==> config.mk <==
export PLATFORM = sky130hd
export DESIGN_NAME = inst_dec_q
export DESIGN_NICKNAME = d
export VERILOG_FILES = /design/src/rtl/dec_pkg.sv /design/src/rtl/inst_dec_core.sv /design/src/rtl/inst_dec_q.sv
export SDC_FILE = /design/constraint.sdc
export NUM_CORES = 1
export LEC_CHECK = 0
export CAP_MARGIN = 5
export CORE_UTILIZATION = 52
export DETAILED_ROUTE_END_ITERATION = 16
export GPL_TIMING_DRIVEN = 0
export PLACE_DENSITY = 0.8
export SYNTH_ARGS = -nofsm -noshare
export SYNTH_HDL_FRONTEND = slang
export SYNTH_SLANG_ARGS = --single-unit
==> constraint.sdc <==
create_clock -name clk -period 9.4 [get_ports clk]
set_input_delay 2.82 -clock clk [delete_from_list [all_inputs] [get_ports clk]]
set_output_delay 2.82 -clock clk [all_outputs]
set_load 0.005 [all_outputs]
==> src/rtl/dec_pkg.sv <==
// dec_pkg: RV32I opcodes, immediate kinds and the decoded-instruction record
package dec_pkg;
  localparam int DEC_XLEN = 32;
  localparam logic [6:0] OP_R      = 7'h33;
  localparam logic [6:0] OP_IMM    = 7'h13;
  localparam logic [6:0] OP_LOAD   = 7'h03;
  localparam logic [6:0] OP_STORE  = 7'h23;
  localparam logic [6:0] OP_BRANCH = 7'h63;
  localparam logic [6:0] OP_LUI    = 7'h37;
  localparam logic [6:0] OP_AUIPC  = 7'h17;
  localparam logic [6:0] OP_JAL    = 7'h6f;
  localparam logic [6:0] OP_JALR   = 7'h67;
  typedef enum logic [2:0] {IMM_NONE, IMM_I, IMM_S, IMM_B, IMM_U, IMM_J} imm_type_e;
  typedef struct packed {
    logic [DEC_XLEN-1:0] pc;
    logic [6:0]          opcode;
    logic [2:0]          func3;
    logic [6:0]          func7;
    logic [4:0]          rs1;
    logic [4:0]          rs2;
    logic [4:0]          rd;
    logic [DEC_XLEN-1:0] imm;
    logic                rs1_used;
    logic                rs2_used;
    logic                rd_we;
    logic                illegal;
  } dec_t;
endpackage

==> src/rtl/inst_dec_core.sv <==
// inst_dec_core: combinational RV32I(+M) decode of one instruction into dec_t
module inst_dec_core
  import dec_pkg::*;
#(
  parameter int XLEN      = DEC_XLEN,
  parameter bit SUPPORT_M = 1'b0
) (
  input  logic [31:0]     inst,
  input  logic [XLEN-1:0] pc,
  output dec_t            dec
);
  logic [6:0] op, f7;
  logic [2:0] f3;
  logic r, i, l, s, b, lui, auipc, jal, jalr;
  logic bad_r, bad_i, bad, u1, u2, ud;
  logic [31:0] i32;
  imm_type_e it;
  assign op    = inst[6:0];
  assign f3    = inst[14:12];
  assign f7    = inst[31:25];
  assign r     = op == OP_R;
  assign i     = op == OP_IMM;
  assign l     = op == OP_LOAD;
  assign s     = op == OP_STORE;
  assign b     = op == OP_BRANCH;
  assign lui   = op == OP_LUI;
  assign auipc = op == OP_AUIPC;
  assign jal   = op == OP_JAL;
  assign jalr  = op == OP_JALR;
  assign bad_r = !(f7 == 7'h00 || (f7 == 7'h20 && (f3 == 3'd0 || f3 == 3'd5)) || (SUPPORT_M && f7 == 7'h01));
  assign bad_i = (f3 == 3'd1 && f7 != 7'h00) || (f3 == 3'd5 && f7 != 7'h00 && f7 != 7'h20);
  assign bad   = inst[1:0] != 2'b11 || !(r | i | l | s | b | lui | auipc | jal | jalr)
              || (r && bad_r) || (i && bad_i)
              || (l && (f3 == 3'd3 || f3 == 3'd6 || f3 == 3'd7))
              || (s && f3 >= 3'd3) || (b && (f3 == 3'd2 || f3 == 3'd3))
              || (jalr && f3 != 3'd0);
  // illegal instructions keep only pc/opcode, so every use flag is gated by legality
  assign u1 = (r | i | l | s | b | jalr) & !bad;
  assign u2 = (r | s | b) & !bad;
  assign ud = (r | i | l | lui | auipc | jal | jalr) & !bad;
  assign it = (i | l | jalr) ? IMM_I : s ? IMM_S : b ? IMM_B : (lui | auipc) ? IMM_U : jal ? IMM_J : IMM_NONE;
  assign i32 = it == IMM_I ? {{20{inst[31]}}, inst[31:20]} :
               it == IMM_S ? {{20{inst[31]}}, inst[31:25], inst[11:7]} :
               it == IMM_B ? {{19{inst[31]}}, inst[31], inst[7], inst[30:25], inst[11:8], 1'b0} :
               it == IMM_U ? {inst[31:12], 12'h000} :
               it == IMM_J ? {{11{inst[31]}}, inst[31], inst[19:12], inst[20], inst[30:21], 1'b0} : 32'h0;
  always_comb begin
    dec.pc       = DEC_XLEN'(pc);
    dec.opcode   = op;
    dec.func3    = u1 ? f3 : 3'h0;
    dec.func7    = (r && !bad) ? f7 : 7'h00;
    dec.rs1      = u1 ? inst[19:15] : 5'h0;
    dec.rs2      = u2 ? inst[24:20] : 5'h0;
    dec.rd       = ud ? inst[11:7] : 5'h0;
    dec.imm      = bad ? '0 : DEC_XLEN'($signed(i32));
    dec.rs1_used = u1;
    dec.rs2_used = u2;
    dec.rd_we    = ud && inst[11:7] != 5'h0;
    dec.illegal  = bad;
  end
endmodule

==> src/rtl/inst_dec_q.sv <==
// inst_dec_q: RV32I decode stage feeding a DEPTH-entry FIFO of decoded instructions
module inst_dec_q
  import dec_pkg::*;
#(
  parameter int XLEN      = 32,
  parameter int DEPTH     = 2,
  parameter bit SUPPORT_M = 1'b0
) (
  input  logic                     clk,
  input  logic                     rst_n,
  input  logic                     flush,
  input  logic                     in_valid,
  output logic                     in_ready,
  input  logic [31:0]              in_inst,
  input  logic [XLEN-1:0]          in_pc,
  output logic                     out_valid,
  input  logic                     out_ready,
  output logic [XLEN-1:0]          out_pc,
  output logic [6:0]               opcode,
  output logic [2:0]               func3,
  output logic [6:0]               func7,
  output logic [4:0]               rs1,
  output logic [4:0]               rs2,
  output logic [4:0]               rd,
  output logic [XLEN-1:0]          imm,
  output logic                     rs1_used,
  output logic                     rs2_used,
  output logic                     rd_we,
  output logic                     illegal,
  output logic [$clog2(DEPTH):0]   count
);
  localparam int AW = $clog2(DEPTH);
  localparam int CW = AW + 1;
  dec_t d, h;
  dec_t q [DEPTH];
  logic [AW-1:0] wp, rp;
  logic push, pop;
  inst_dec_core #(.XLEN(XLEN), .SUPPORT_M(SUPPORT_M)) u_core (.inst(in_inst), .pc(in_pc), .dec(d));
  assign in_ready  = count < CW'(DEPTH);
  assign out_valid = count != '0;
  assign push      = in_valid && in_ready;
  assign pop       = out_valid && out_ready;
  always_ff @(posedge clk or negedge rst_n)
    if (!rst_n) begin
      wp    <= '0;
      rp    <= '0;
      count <= '0;
    end else if (flush) begin
      wp    <= '0;
      rp    <= '0;
      count <= '0;
    end else begin
      if (push) wp <= wp + 1'b1;
      if (pop) rp <= rp + 1'b1;
      count <= (push && !pop) ? count + 1'b1 : (pop && !push) ? count - 1'b1 : count;
    end
  always_ff @(posedge clk)
    if (push && !flush) q[wp] <= d;
  // an empty queue presents all-zero data regardless of stale storage
  assign h        = out_valid ? q[rp] : '0;
  assign out_pc   = XLEN'(h.pc);
  assign opcode   = h.opcode;
  assign func3    = h.func3;
  assign func7    = h.func7;
  assign rs1      = h.rs1;
  assign rs2      = h.rs2;
  assign rd       = h.rd;
  assign imm      = XLEN'(h.imm);
  assign rs1_used = h.rs1_used;
  assign rs2_used = h.rs2_used;
  assign rd_we    = h.rd_we;
  assign illegal  = h.illegal;
endmodule

== Word-level counts from Yosys, hierarchy flattened ==
Memory sizes are Yosys's and may differ from the RTL's.
Cells that the tools add are included.

* Add/subtract/negate cells: 4
* Magnitude comparators: 2
* Equal/unequal tests: 23
* Mux-type cells: 26
* Bitwise gates (word level): 21
* Reductions and logical operators: 45

{| class="wikitable"
|+ Operators by type and width
! cell !! number
|-
| 32-bit 2-to-1 mux || 6
|-
| 100-bit 2-to-1 mux || 1
|-
| 7-bit by 6-bit equality test with 1-bit output, second input constant || 4
|-
| 7-bit equality test, second input constant || 3
|-
| 3-bit 2-to-1 mux || 6
|-
| 1-bit bitwise OR || 18
|-
| 1-bit logical AND || 17
|-
| 3-bit equality test, second input constant || 5
|-
| 5-bit 2-to-1 mux || 3
|-
| 7-bit by 5-bit equality test with 1-bit output, second input constant || 2
|-
| 1-bit logical OR || 13
|-
| 3-bit by 2-bit equality test with 1-bit output, second input constant || 4
|-
| 7-bit by 2-bit equality test with 1-bit output, second input constant || 1
|-
| 7-bit zero test || 1
|-
| 7-bit 2-to-1 mux || 1
|-
| 7-bit by 6-bit != test with 1-bit output, second input constant || 1
|-
| 7-bit nonzero test || 1
|-
| 3-bit by 1-bit equality test with 1-bit output, second input constant || 2
|-
| 1-bit zero test || 6
|-
| 1-bit 2-to-1 mux || 6
|-
| 2-bit 2-to-1 mux || 3
|-
| 2-bit nonzero test || 3
|-
| 3-bit nonzero test || 2
|-
| 5-bit nonzero test || 1
|-
| 8 further kinds || 11
|}

* Register bits after elaboration: 4
* Bits in writable memories: 200
* Bits of input ports: 69
* Output and inout port bits: 104
* Logic and storage cells: 125
* Memories kept: 1

{| class="wikitable"
|+ Memory list
! name !! words !! bits a word !! rd ports !! clocked after Yosys merged registers in !! write ports !! RTL line !! RTL
|-
| q || 2 || 100 || 1 || 0 || 1 || inst_dec_q.sv:35 || <nowiki>dec_t q [DEPTH];</nowiki>
|}

== Longest topological paths before layout ==
Gate-level depths: netlist (run 1).

* Depth after elaboration: 20
* Depth in mapped cells: 7
* Depth with buffers taken out: 5

== Cells and area by module ==
From an unflattened synthesis (run 1), not the netlist that was laid out.

* Cell total of the unflattened synthesis: 668
* Area, all modules: 9,262.6 um^2

{| class="wikitable"
|+ Modules (own cells, without submodules)
! module !! instances !! cells each !! area an instance (um^2) !! seq. area each (um^2)
|-
| inst_dec_q || 1 || 446 || 7,852.5 || 6,105.9
|-
| inst_dec_core || 1 || 222 || 1,410.1 || 0.0
|}

== Least setup slack after synthesis (run 1) ==
Ideal clock, no wire load.

* Kind: input-to-reg
* Start: input in_valid
* End: memory q[1][0] (netlist name) (enable)
* Setup time: 701 ps
* Data arrival time: 10,212 ps
* Required time: 8,699 ps
* Path slack: -1,514 ps
* Stages: 2
* Path buffers: 0
* Path through: nand2_1 -> nor3b_1

* Longest elaborated chain between the ends: 4

{| class="wikitable"
|+ Ends and longest elaborated chain
! element !! RTL line !! RTL
|-
| start, declared || inst_dec_q.sv:12 || <nowiki>input logic in_valid,</nowiki>
|-
| 1-bit logical AND || inst_dec_q.sv:41 || <nowiki>assign push = in_valid && in_ready;</nowiki>
|-
| 1-bit logical AND || inst_dec_q.sv:58 || <nowiki>if (push && !flush) q[wp] <= d;</nowiki>
|-
| 1-bit 2-to-1 mux || inst_dec_q.sv:58 ||
|-
| 1-bit 2-to-1 mux (implied by the code) || inst_dec_q.sv:58 ||
|-
| end, declared || inst_dec_q.sv:35 ||
|}

No other way between the ends.

== Final worst setup path (run 1) ==
* Start: register rp
* End: output rs2[0]

* Longest elaborated chain between the ends: 2

{| class="wikitable"
|+ Ends and longest elaborated chain
! element !! RTL line !! RTL
|-
| start, declared || inst_dec_q.sv:36 || <nowiki>logic [AW-1:0] wp, rp;</nowiki>
|-
| start signal, assigned || inst_dec_q.sv:54 || <nowiki>if (pop) rp <= rp + 1'b1;</nowiki>
|-
| memory read 2 x 100 bit || -- ||
|-
| 100-bit 2-to-1 mux || inst_dec_q.sv:60 || <nowiki>assign h = out_valid ? q[rp] : '0;</nowiki>
|-
| end, declared || inst_dec_q.sv:23 || <nowiki>output logic [4:0] rs2,</nowiki>
|}

No other way between the ends.

==> results of run 1 <==
path summary, 6_finish.rpt:
path	start	endpoint	slack, ns	cells past startpoint
min in group asynchronous	rst_n	wp$_DFFE_PN0P_	2.54	1
max in group asynchronous	rst_n	rp$_DFFE_PN0P_	6.68	1
hold / removal	count[1]$_DFFE_PN0P_	count[1]$_DFFE_PN0P_	0.62	2
hold reg to reg	count[1]$_DFFE_PN0P_	count[1]$_DFFE_PN0P_	0.62	2
setup reg to reg	count[1]$_DFFE_PN0P_	q[1][26]$_DFFE_PP_	7.25	6
setup / recovery	rp$_DFFE_PN0P_	rs2[0]	3.65	5
metrics by stage:
step / util, % / TNS [ns] / total power, mW
detailed placement: 68.1 / 0 / 1.30
global route: 72.7 / 0 / 2.22
floorplan: - / 0 / 1.17
CTS: 72.7 / 0 / 2.17
finish: 72.7 / 0 / 2.15
global placement: 66.7 / -53.39 / 1.29
layout make-up:
class / instances / area (µm²)
plain buffers: 38 / 193
clock buffers: 27 / 591
clock inverters: 12 / 149
fillers: 1027 / 4390
inverters: 21 / 78.8
multi-input cells: 365 / 2350
flip-flops and latches: 204 / 6110
well taps: 216 / 270
repair buffers: 183 / 1940
cells by family after synthesis:
logic type             after synthesis  share of synthesized area (%)
flip-flops                         204                           70.5
AND/OR/NAND/NOR                    191                           9.78
multiplexers                       102                           11.8
buffers and inverters               59                           3.13
AO/OA/AOI/OAI                       57                           4.46
XOR/XNOR                             3                          0.303
other                                1                         0.0433
registers in the layout (all words and copies together) (netlist names):
name and cells:
rp 1, count 2, q 200, wp 1
critical path, delay by kind of cell, from the launching register on:
family	cells	cell delay (ns)
buf+inv	3	1.72
flops	1	0.34
mux	1	0.23
simple gates	1	0.15
power by group through the flow:
stage | Sequential, mW | Clock, mW | Combinational [mW]
floorplan | 1.06 | 0 | 0.107
global route | 1.04 | 0.922 | 0.258
global placement | 1.07 | 0 | 0.222
detailed placement | 1.06 | 0 | 0.239
finish | 1.04 | 0.869 | 0.239
CTS | 1.04 | 0.884 | 0.241
cell usage after synthesis, drive strengths merged:
cell     count
edfxtp     200
nor2       116
mux2i      102
nor3        35
inv         21
clkbuf      20
buf         18
a21oi       15
o21ai       15
a211oi      13
nand2       11
nor3b        6
a22oi        4
dfrtp        4
nand2b       4
nor4         4
nand3        3
xor2         3
a21o         2
a2bb2oi      2
and2         2
nand4b       2
nor2b        2
a2111oi      1
a21boi       1
a32oi        1
conb         1
nand3b       1
nand4        1
o211ai       1
o22a         1
o311a        1
or2          1
or3          1
or3b         1
or4          1
routing by layer:
metal | vias to the layer above | global-route usage (%) | routed length (µm)
met3 | 46 | 4.99 | 1840
met5 | - | 0 | 0
met1 | 2729 | 29.0 | 7720
li1 | 2712 | - | -
met4 | 0 | 6.36 | 482
met2 | 266 | 39.2 | 9410
==> summary.md, run 1 <==
| Metric | Value |
|---|---|
| Worst hold slack | `0.617 ns` |
| CP Class | `reg2out` |
| Hold Path Class | `reg2reg` |
| CTS tree | `done` |
| MaxCap Viol Count | `0` |
| Residual DRC count | `0` |
| Vias in the first global route | `5760` |
| Sw frac | `21.6%` |
| # H-tree levels | `1` |
| Initial core utilization | `53.9%` |
| Register area share after synthesis | `70.5%` |
| Crit Path Max Fanout | `10` |
| GRT Util Overall | `22.7%` |
| Power share of the sequential group | `48.5%` |
| Buffer levels on the longest clock path | `3` |
| Pwr/cell area | `184 nW/µm²` |
| DP HPWL | `14000 µm` |
| Largest net degree at the start of global routing | `22` |
| Synth area leader | `edfxtp_1` |
| Clk pwr share | `40.4%` |
| Router iterations before antenna repair | `5` |
| Final WL | `19500 µm` |
| Die Y | `131 µm` |
| Die footprint | `17200 µm²` |
| Most frequent cells in the layout | `edfxtp_1, clkdlybuf4s50_1, nor2_1` |
| Placed cell area | `10900 µm²` |
| Cell area after synthesis | `8660 µm²` |
| Required @ worst endpoint | `6.58 ns` |
| Initial antenna violation count | `0` |
| Highest cell delay on the worst timing path | `0.59 ns` |
| Worst slack, placed | `3.76 ns` |
| CTS root buf | `clkbuf_16` |
| Final Max Tran Viols | `0` |
| Core box area | `16100 µm²` |
| Total CTS buffers | `22` |
| First-pass GRT wire length | `29400 µm` |
| Nature of the critical path endpoint | `output pin` |
| Clock-pin slew on the worst setup and hold paths | `0.06 ns` |
| RD Place Congestion | `0.882` |
| Net switching power | `464 µW` |
| Netlist cell types | `39` |
| Post-route antenna net violation count | `0` |
| Yosys warnings | `0` |
| Critical path, cell by cell | `clkbuf_1 > buf_1 > mux2i_1 > nor2_1 > clkdlybuf4s50_1` |
| Worst-skew pair later-pin latency | `0.50 ns` |
| Vias/cell | `5.40` |
| GR Overflow Total | `0` |
| Hold Vio Cnt, Final | `0` |
| Maximum clock rate | `174 MHz` |
| Design area | `11700 µm²` |
| Cts hold-fix bufs | `0` |
| VDD IR-drop max | `0.150 mV` |
| Nets | `904` |
| Top post-synthesis cells by area | `edfxtp_1, mux2i_1, nor2_1, nor3_1, dfrtp_1` |
| Final min period | `5.75 ns` |
| RSZ-0062 raised after global routing | `false` |
| Clock skew | `0.0115 ns` |
| Share of cells above drive strength 1 | `6.94%` |
| Combinational power share | `11.1%` |
| CTS sink count | `204` |
| Area share of the largest cell type after synthesis | `69.3%` |
| Initial DRC Count | `589` |
| Die W | `131 µm` |
| Fin cells | `1066` |
| # IOs | `173` |
| PostCTS Resize Cnt | `0` |
| Static Leakage | `3.79 nW` |
| Most common cell after layout, fill and taps aside | `edfxtp_1` |
| Synthesized area per cell | `14.0 µm²` |
| Area growth syn-to-layout | `34.8%` |
| WL/cell | `18.3 µm` |
| Post-CTS setup buffer count | `0` |
| Yosys reg bits | `204` |
| Pint | `1.69 mW` |
| Worst setup margin | `3.65 ns` |
| Least-Margin Pin Slew | `0.838 ns` |
| Status | `finished clean` |
| FP Rows | `46` |
| Mapped Cells | `617` |
| Number of I/O port buffers | `172` |
| Tcrit/Tclk final | `61.2%` |
| Final setup fails | `0` |
| Cell total after placement | `1027` |
| Via count | `5753` |
| Antenna cells | `0` |
| Slowest-stage cell, CP | `clkbuf_1` |
| Slew HR | `44.1%` |
| CP Launch Type | `flop` |
| Worst EP arrival | `2.93 ns` |
Note: power is estimated with default switching activity, not from simulation.
==> inputs of run 2 (changes only) <==
==> constraint.sdc (replaced) <==
create_clock -name clk -period 5.63 [get_ports clk]
set_input_delay 1.689 -clock clk [delete_from_list [all_inputs] [get_ports clk]]
set_output_delay 1.689 -clock clk [all_outputs]
set_load 0.005 [all_outputs]
==> run 2 against run 1 <==
Against the previous run: global-route usage rose by 0.35 points; non-clock buffer count rose by 1; clock power rose by 53%; sequential share of layout area rose by 0.17 points; worst setup slack got worse by 2.7 ns; die area did not move; count of clock-buffer cells in the layout did not move; wire length rose by 1.2%; critical endpoint is now imm[11].
==> summary.md, run 2 (synthesis gave the netlist of run 1 again) <==
| Metric | Value |
|---|---|
| Worst hold slack | `0.610 ns (was 0.617 ns)` |
| Post-CTS setup buffer count | `0 (unchanged)` |
| WL/cell | `18.5 µm (was 18.3 µm)` |
| Final WL | `19700 µm (was 19500 µm)` |
| Required @ worst endpoint | `3.94 ns (was 6.58 ns)` |
| Pwr/cell area | `298 nW/µm² (was 184 nW/µm²)` |
| CP Launch Type | `flop (unchanged)` |
| Hold Vio Cnt, Final | `0 (unchanged)` |
| Number of flip-flops in the largest register | `200 (unchanged)` |
| R2R Setup Slk | `3.30 ns (was 7.25 ns)` |
| Total CTS buffers | `21 (was 22)` |
| CTS root buf | `clkbuf_16 (unchanged)` |
| Cell total after placement | `1028 (was 1027)` |
| Vias/cell | `5.49 (was 5.40)` |
| # H-tree levels | `1 (unchanged)` |
| Static Leakage | `3.78 nW (was 3.79 nW)` |
| Slew HR | `41.3% (was 44.1%)` |
| Worst EP arrival | `2.96 ns (was 2.93 ns)` |
| Least-Margin Pin Slew | `0.872 ns (was 0.838 ns)` |
| Largest net degree at the start of global routing | `21 (was 22)` |
| # IOs | `173 (unchanged)` |
| Nature of the critical path endpoint | `output pin (unchanged)` |
| Initial core utilization | `53.9% (unchanged)` |
| Most frequent cells in the layout | `edfxtp_1, clkdlybuf4s50_1, nor2_1 (unchanged)` |
| Fillcell total | `1025 (was 1027)` |
| Tcrit/Tclk final | `82.6%` |
| Die Y | `131 µm (unchanged)` |
| Final Power | `3.47 mW (was 2.15 mW)` |
| FP Rows | `46 (unchanged)` |
| GRT Util Overall | `23.1% (was 22.7%)` |
| DP HPWL | `14000 µm (about the same)` |
| VDD IR-drop max | `0.252 mV (was 0.150 mV)` |
| Via count | `5833 (was 5753)` |
| GR Overflow Total | `0 (unchanged)` |
| Worst-skew pair later-pin latency | `0.50 ns (about the same)` |
| Nets | `904 (unchanged)` |
| Placed cell area | `11000 µm² (was 10900 µm²)` |
| RD Place Congestion | `0.930 (was 0.882)` |
| Final Max Tran Viols | `0 (unchanged)` |
| Setup TNS | `0 ns (unchanged)` |
| Most common cell after layout, fill and taps aside | `edfxtp_1 (unchanged)` |
| Area growth syn-to-layout | `34.3% (was 34.8%)` |
| Clock-pin slew on the worst setup and hold paths | `0.06 ns (about the same)` |
| PostCTS Resize Cnt | `0 (unchanged)` |
| Final setup fails | `0 (unchanged)` |
| RSZ-0062 raised after global routing | `false (unchanged)` |
| Clock skew | `0.0141 ns (was 0.0115 ns)` |
| Core box area | `16100 µm² (unchanged)` |
| Design area | `11600 µm² (was 11700 µm²)` |
| Post-route antenna net violation count | `0 (unchanged)` |
| CTS tree | `done (unchanged)` |
| First-pass GRT wire length | `29700 µm (was 29400 µm)` |
| Initial antenna violation count | `1 (was 0)` |
| Number of I/O port buffers | `172 (unchanged)` |
| Vias in the first global route | `5914 (was 5760)` |
| Die footprint | `17200 µm² (unchanged)` |
| Largest register by flop count | `q (unchanged)` |
| Fin util | `72.5% (was 72.7%)` |
| Cts hold-fix bufs | `0 (unchanged)` |
| Die W | `131 µm (unchanged)` |
| Share of cells above drive strength 1 | `6.62% (was 6.94%)` |
| Crit Path Max Fanout | `10 (unchanged)` |
| Final min period | `4.65 ns` |
| Fin cells | `1063 (was 1066)` |
| Residual DRC count | `0 (unchanged)` |
| Worst setup margin | `0.981 ns (was 3.65 ns)` |
| Initial DRC Count | `484 (was 589)` |
| Buffer levels on the longest clock path | `3 (unchanged)` |
| Maximum clock rate | `215 MHz` |
| Hold Path Class | `reg2reg (unchanged)` |
| MaxCap Viol Count | `0 (unchanged)` |
| Router iterations before antenna repair | `5 (unchanged)` |
| Status | `finished clean (unchanged)` |
| Worst slack, placed | `1.22 ns (was 3.76 ns)` |
| CP Class | `reg2out (unchanged)` |
| CTS sink count | `204 (unchanged)` |
| Top Registers | `q (200), count (2) (unchanged)` |
-- run 2: changes by cell type in the layout (fill, tap and decap cells not counted), sizes merged --
cell / change
clkinvlp: -2
bufinv: -1
clkinv: -4
inv: +2
diode: +1
buf: +1
-- run 2: where the power goes --
| part | switching (mW) | leakage, nW | internal, mW | total [mW] |
|---|---|---|---|---|
| clock network | 0.526 | 0.325 | 0.801 | 1.33 |
| registers | 0.0158 | 1.86 | 1.72 | 1.74 |
| logic | 0.197 | 1.59 | 0.209 | 0.406 |
| total | 0.739 | 3.78 | 2.73 | 3.47 |
-- run 2: worst paths after layout --
check                                           from                    to  cells after the start
worst max-delay path                  rp$_DFFE_PN0P_               imm[11]                      5
worst min-delay path            count[1]$_DFFE_PN0P_  count[1]$_DFFE_PN0P_                      2
worst max register to register  count[1]$_DFFE_PN0P_    q[1][30]$_DFFE_PP_                      6
worst min register to register  count[1]$_DFFE_PN0P_  count[1]$_DFFE_PN0P_                      2
max in group asynchronous                      rst_n  count[1]$_DFFE_PN0P_                      1
min in group asynchronous                      rst_n        rp$_DFFE_PN0P_                      1
-- run 2: metal layers --
metal  global-route usage (%)  part of all wire, %  vias to the layer above
li1                         -                    -                     2707
met1                     28.6                   39                     2767
met2                     40.9                   49                      297
met3                     4.67                  9.0                       62
met4                     6.90                  2.8                        0
met5                        0                    0                        -
-- run 2: critical path, cell delays in order (launching register included) --
cell and delay [ns]:
dfrtp_1 0.35, clkbuf_1 0.58, clkbuf_1 0.65, mux2i_1 0.22, nor2_1 0.15, clkdlybuf4s50_1 0.51
-- run 2: cell type report --
| type | count | area (µm²) | share of cell area [%] |
|---|---|---|---|
| clock inverter | 7 | 91.3 | 0.785 |
| timing repair buffer | 184 | 1980 | 17.0 |
| clock buffer | 27 | 568 | 4.88 |
| multi-input combinational | 365 | 2350 | 20.2 |
| sequential | 204 | 6110 | 52.5 |
| tap | 216 | 270 | 2.32 |
| inverter | 21 | 78.8 | 0.677 |
| antenna | 1 | 2.50 | 0.0215 |
| buffer | 38 | 193 | 1.66 |
==> inputs of run 3 (changes only) <==
--- a/config.mk
+++ b/config.mk
@@ -6,10 +6,10 @@
 export NUM_CORES = 1
 export LEC_CHECK = 0
 export CAP_MARGIN = 5
-export CORE_UTILIZATION = 52
+export CORE_UTILIZATION = 47
 export DETAILED_ROUTE_END_ITERATION = 16
 export GPL_TIMING_DRIVEN = 0
-export PLACE_DENSITY = 0.8
+export PLACE_DENSITY = 0.77
 export SYNTH_ARGS = -nofsm -noshare
 export SYNTH_HDL_FRONTEND = slang
 export SYNTH_SLANG_ARGS = --single-unit
==> constraint.sdc (replaced) <==
create_clock -name clk -period 4.2 [get_ports clk]
set_input_delay 1.26 -clock clk [delete_from_list [all_inputs] [get_ports clk]]
set_output_delay 1.26 -clock clk [all_outputs]
set_load 0.005 [all_outputs]
==> run 3 against run 2 <==
Against the previous run: design area up 1.4%; clock skew down 0.0039 ns; non-clock buffer count unchanged; utilization down 7.0 points; critical endpoint is now imm[17]; count of clock-buffer cells in the layout up 2; combinational power up 34%; critical path depth unchanged; wire length down 2.2%; highest routed layer unchanged; sequential cell count unchanged; cell count up 1.7%; sequential share of layout area down 0.71 points; worst hold slack worse by 0.011 ns.
==> summary.md, run 3 (synthesis gave the netlist of run 1 again) <==
| Metric | Value |
|---|---|
| Status | `finished clean (unchanged)` |
| Worst min-delay path startpoint | `count[1]$_DFFE_PN0P_ (unchanged)` |
| Most frequent cells in the layout | `edfxtp_1, clkdlybuf4s50_1, nor2_1 (unchanged)` |
| CP Launch Type | `flop (unchanged)` |
| Maximum clock rate | `241 MHz` |
| Required @ worst endpoint | `2.94 ns (was 3.94 ns)` |
| Crit Path Max Fanout | `10 (unchanged)` |
| Total CTS buffers | `22 (was 21)` |
| Residual DRC count | `0 (unchanged)` |
| Area growth syn-to-layout | `36.2% (was 34.3%)` |
| Power share of the sequential group | `47.4% (was 50.1%)` |
| Initial core utilization | `48.1% (was 53.9%)` |
| Worst R2R End | `q[1][35]$_DFFE_PP_ (was q[1][30]$_DFFE_PP_)` |
| Worst r2r src | `count[1]$_DFFE_PN0P_ (unchanged)` |
| Worst hold slack | `0.599 ns (was 0.610 ns)` |
| Pwr/cell area | `417 nW/µm² (was 298 nW/µm²)` |
| Post-CTS setup buffer count | `0 (unchanged)` |
| Reg2Reg Depth | `6 (unchanged)` |
| Cts hold-fix bufs | `0 (unchanged)` |
| Core box area | `18000 µm² (was 16100 µm²)` |
| CP Class | `reg2out (unchanged)` |
| Worst-skew pair later-pin latency | `0.50 ns (about the same)` |
| FP Rows | `49 (was 46)` |
| RD Place Congestion | `0.889 (was 0.930)` |
| CTS sink count | `204 (unchanged)` |
| Hold Path Class | `reg2reg (unchanged)` |
| R2R Setup Slk | `1.80 ns (was 3.30 ns)` |
| Combinational power share | `11.1% (was 11.7%)` |
| Hold Vio Cnt, Final | `0 (unchanged)` |
| DP HPWL | `13800 µm (was 14000 µm)` |
| Clock skew | `0.0102 ns (was 0.0141 ns)` |
| Number of flip-flops in the largest register | `200 (unchanged)` |
| GRT Util Overall | `20.3% (was 23.1%)` |
| Nature of the critical path endpoint | `output pin (unchanged)` |
| Final min period | `4.15 ns` |
| Uppermost layer routed | `met4 (unchanged)` |
| First-pass GRT wire length | `28800 µm (was 29700 µm)` |
| Design area | `11800 µm² (was 11600 µm²)` |
| Initial DRC Count | `368 (was 484)` |
| Vias in the first global route | `5444 (was 5914)` |
| Largest net degree at the start of global routing | `21 (unchanged)` |
| Slew HR | `37.3% (was 41.3%)` |
| Tcrit/Tclk final | `98.9%` |
| CTS tree | `done (unchanged)` |
| Clock-pin slew on the worst setup and hold paths | `0.06 ns (about the same)` |
| Number of I/O port buffers | `172 (unchanged)` |
| Pint | `3.90 mW (was 2.73 mW)` |
| Share of cells above drive strength 1 | `7.86% (was 6.62%)` |
| Hold EP | `count[0]$_DFFE_PN0P_ (was count[1]$_DFFE_PN0P_)` |
| Antenna cells | `0 (was 1)` |
| Static Leakage | `3.86 nW (was 3.78 nW)` |
| Worst EP arrival | `2.89 ns (was 2.96 ns)` |
| VDD IR-drop max | `0.327 mV (was 0.252 mV)` |
| CTS root buf | `clkbuf_16 (unchanged)` |
| Met2 Wirelength | `9560 µm (was 9670 µm)` |
| Initial antenna violation count | `0 (was 1)` |
| Die footprint | `19000 µm² (was 17200 µm²)` |
| Die W | `138 µm (was 131 µm)` |
| Final WL | `19300 µm (was 19700 µm)` |
| Worst setup margin | `0.0458 ns (was 0.981 ns)` |
| Cell total after placement | `1041 (was 1028)` |
| Placed cell area | `11000 µm² (about the same)` |
| Fin cells | `1081 (was 1063)` |
| Fillcell total | `1334 (was 1025)` |
| MaxCap Viol Count | `0 (unchanged)` |
| Vias/cell | `5.19 (was 5.49)` |
| Final Power | `4.92 mW (was 3.47 mW)` |
| Clk pwr share | `41.6% (was 38.2%)` |
| Fin util | `65.4% (was 72.5%)` |
| Buffer levels on the longest clock path | `3 (unchanged)` |
| RSZ-0062 raised after global routing | `true (was false)` |
| Least-Margin Pin Slew | `0.939 ns (was 0.872 ns)` |
| Post-route antenna net violation count | `0 (unchanged)` |
| WL/cell | `17.8 µm (was 18.5 µm)` |
| Final setup fails | `0 (unchanged)` |
| GR Overflow Total | `0 (unchanged)` |
| Worst slack, placed | `0.204 ns (was 1.22 ns)` |
| WHS Path Cells | `2 (unchanged)` |
| Die Y | `138 µm (was 131 µm)` |
| Net switching power | `1.02 mW (was 739 µW)` |
| Via count | `5606 (was 5833)` |
| Setup TNS | `0 ns (unchanged)` |
| PostCTS Resize Cnt | `2 (was 0)` |
| Top Registers | `q (200), count (2) (unchanged)` |
| Nets | `905 (was 904)` |
| # IOs | `173 (unchanged)` |
| Largest register by flop count | `q (unchanged)` |
| DR WL met3 | `1340 µm (was 1770 µm)` |
| Wl on met1 | `8000 µm (was 7700 µm)` |
| Most common cell after layout, fill and taps aside | `edfxtp_1 (unchanged)` |
| Router iterations before antenna repair | `5 (unchanged)` |
| # H-tree levels | `1 (unchanged)` |
| Sw frac | `20.7% (was 21.3%)` |
| Final Max Tran Viols | `0 (unchanged)` |
-- run 3: layout make-up --
cell class / count / area, µm² / share of cell area [%]
plain buffers: 38 / 203 / 1.72
clock buffers: 29 / 598 / 5.07
clock inverters: 11 / 180 / 1.53
inverters: 21 / 78.8 / 0.668
multi-input cells: 365 / 2360 / 20.1
flip-flops and latches: 204 / 6110 / 51.8
well taps: 229 / 287 / 2.43
repair buffers: 184 / 1980 / 16.8
-- run 3: worst max-delay path: stages (launching register included) --
cell	delay (ns)
dfrtp_1	0.35
clkbuf_1	0.59
buf_1	0.61
mux2i_1	0.18
nor2_1	0.12
clkdlybuf4s50_1	0.55
-- run 3: power by group through the flow --
stage | Sequential, mW | Clock, mW | Combinational [mW]
final | 2.33 | 2.04 | 0.545
after global routing | 2.33 | 2.15 | 0.592
after CTS | 2.33 | 2.08 | 0.550
after detailed placement | 2.37 | 0 | 0.547
after global placement | 2.38 | 0 | 0.507
after floorplan | 2.37 | 0 | 0.242
-- run 3: metal layers --
layer	up-vias	global-route usage [%]
li1	2709	-
met5	-	0
met1	2670	25.7
met3	29	3.16
met4	0	5.86
met2	198	35.8
-- run 3: worst max path at each step --
stage,end,startpoint,slack [ns]
2_1_floorplan,q[1][0]$_DFFE_PP_,in_valid,-0.11
3_3_place_gp,q[1][31]$_DFFE_PP_,in_valid,-2.08
3_5_place_dp,q[0][18]$_DFFE_PP_,in_inst[6],0.20
4_1_cts,out_pc[26],rp$_DFFE_PN0P_,0.004
5_1_grt,rs1[4],rp$_DFFE_PN0P_,-0.11
6_report,imm[17],rp$_DFFE_PN0P_,0.05
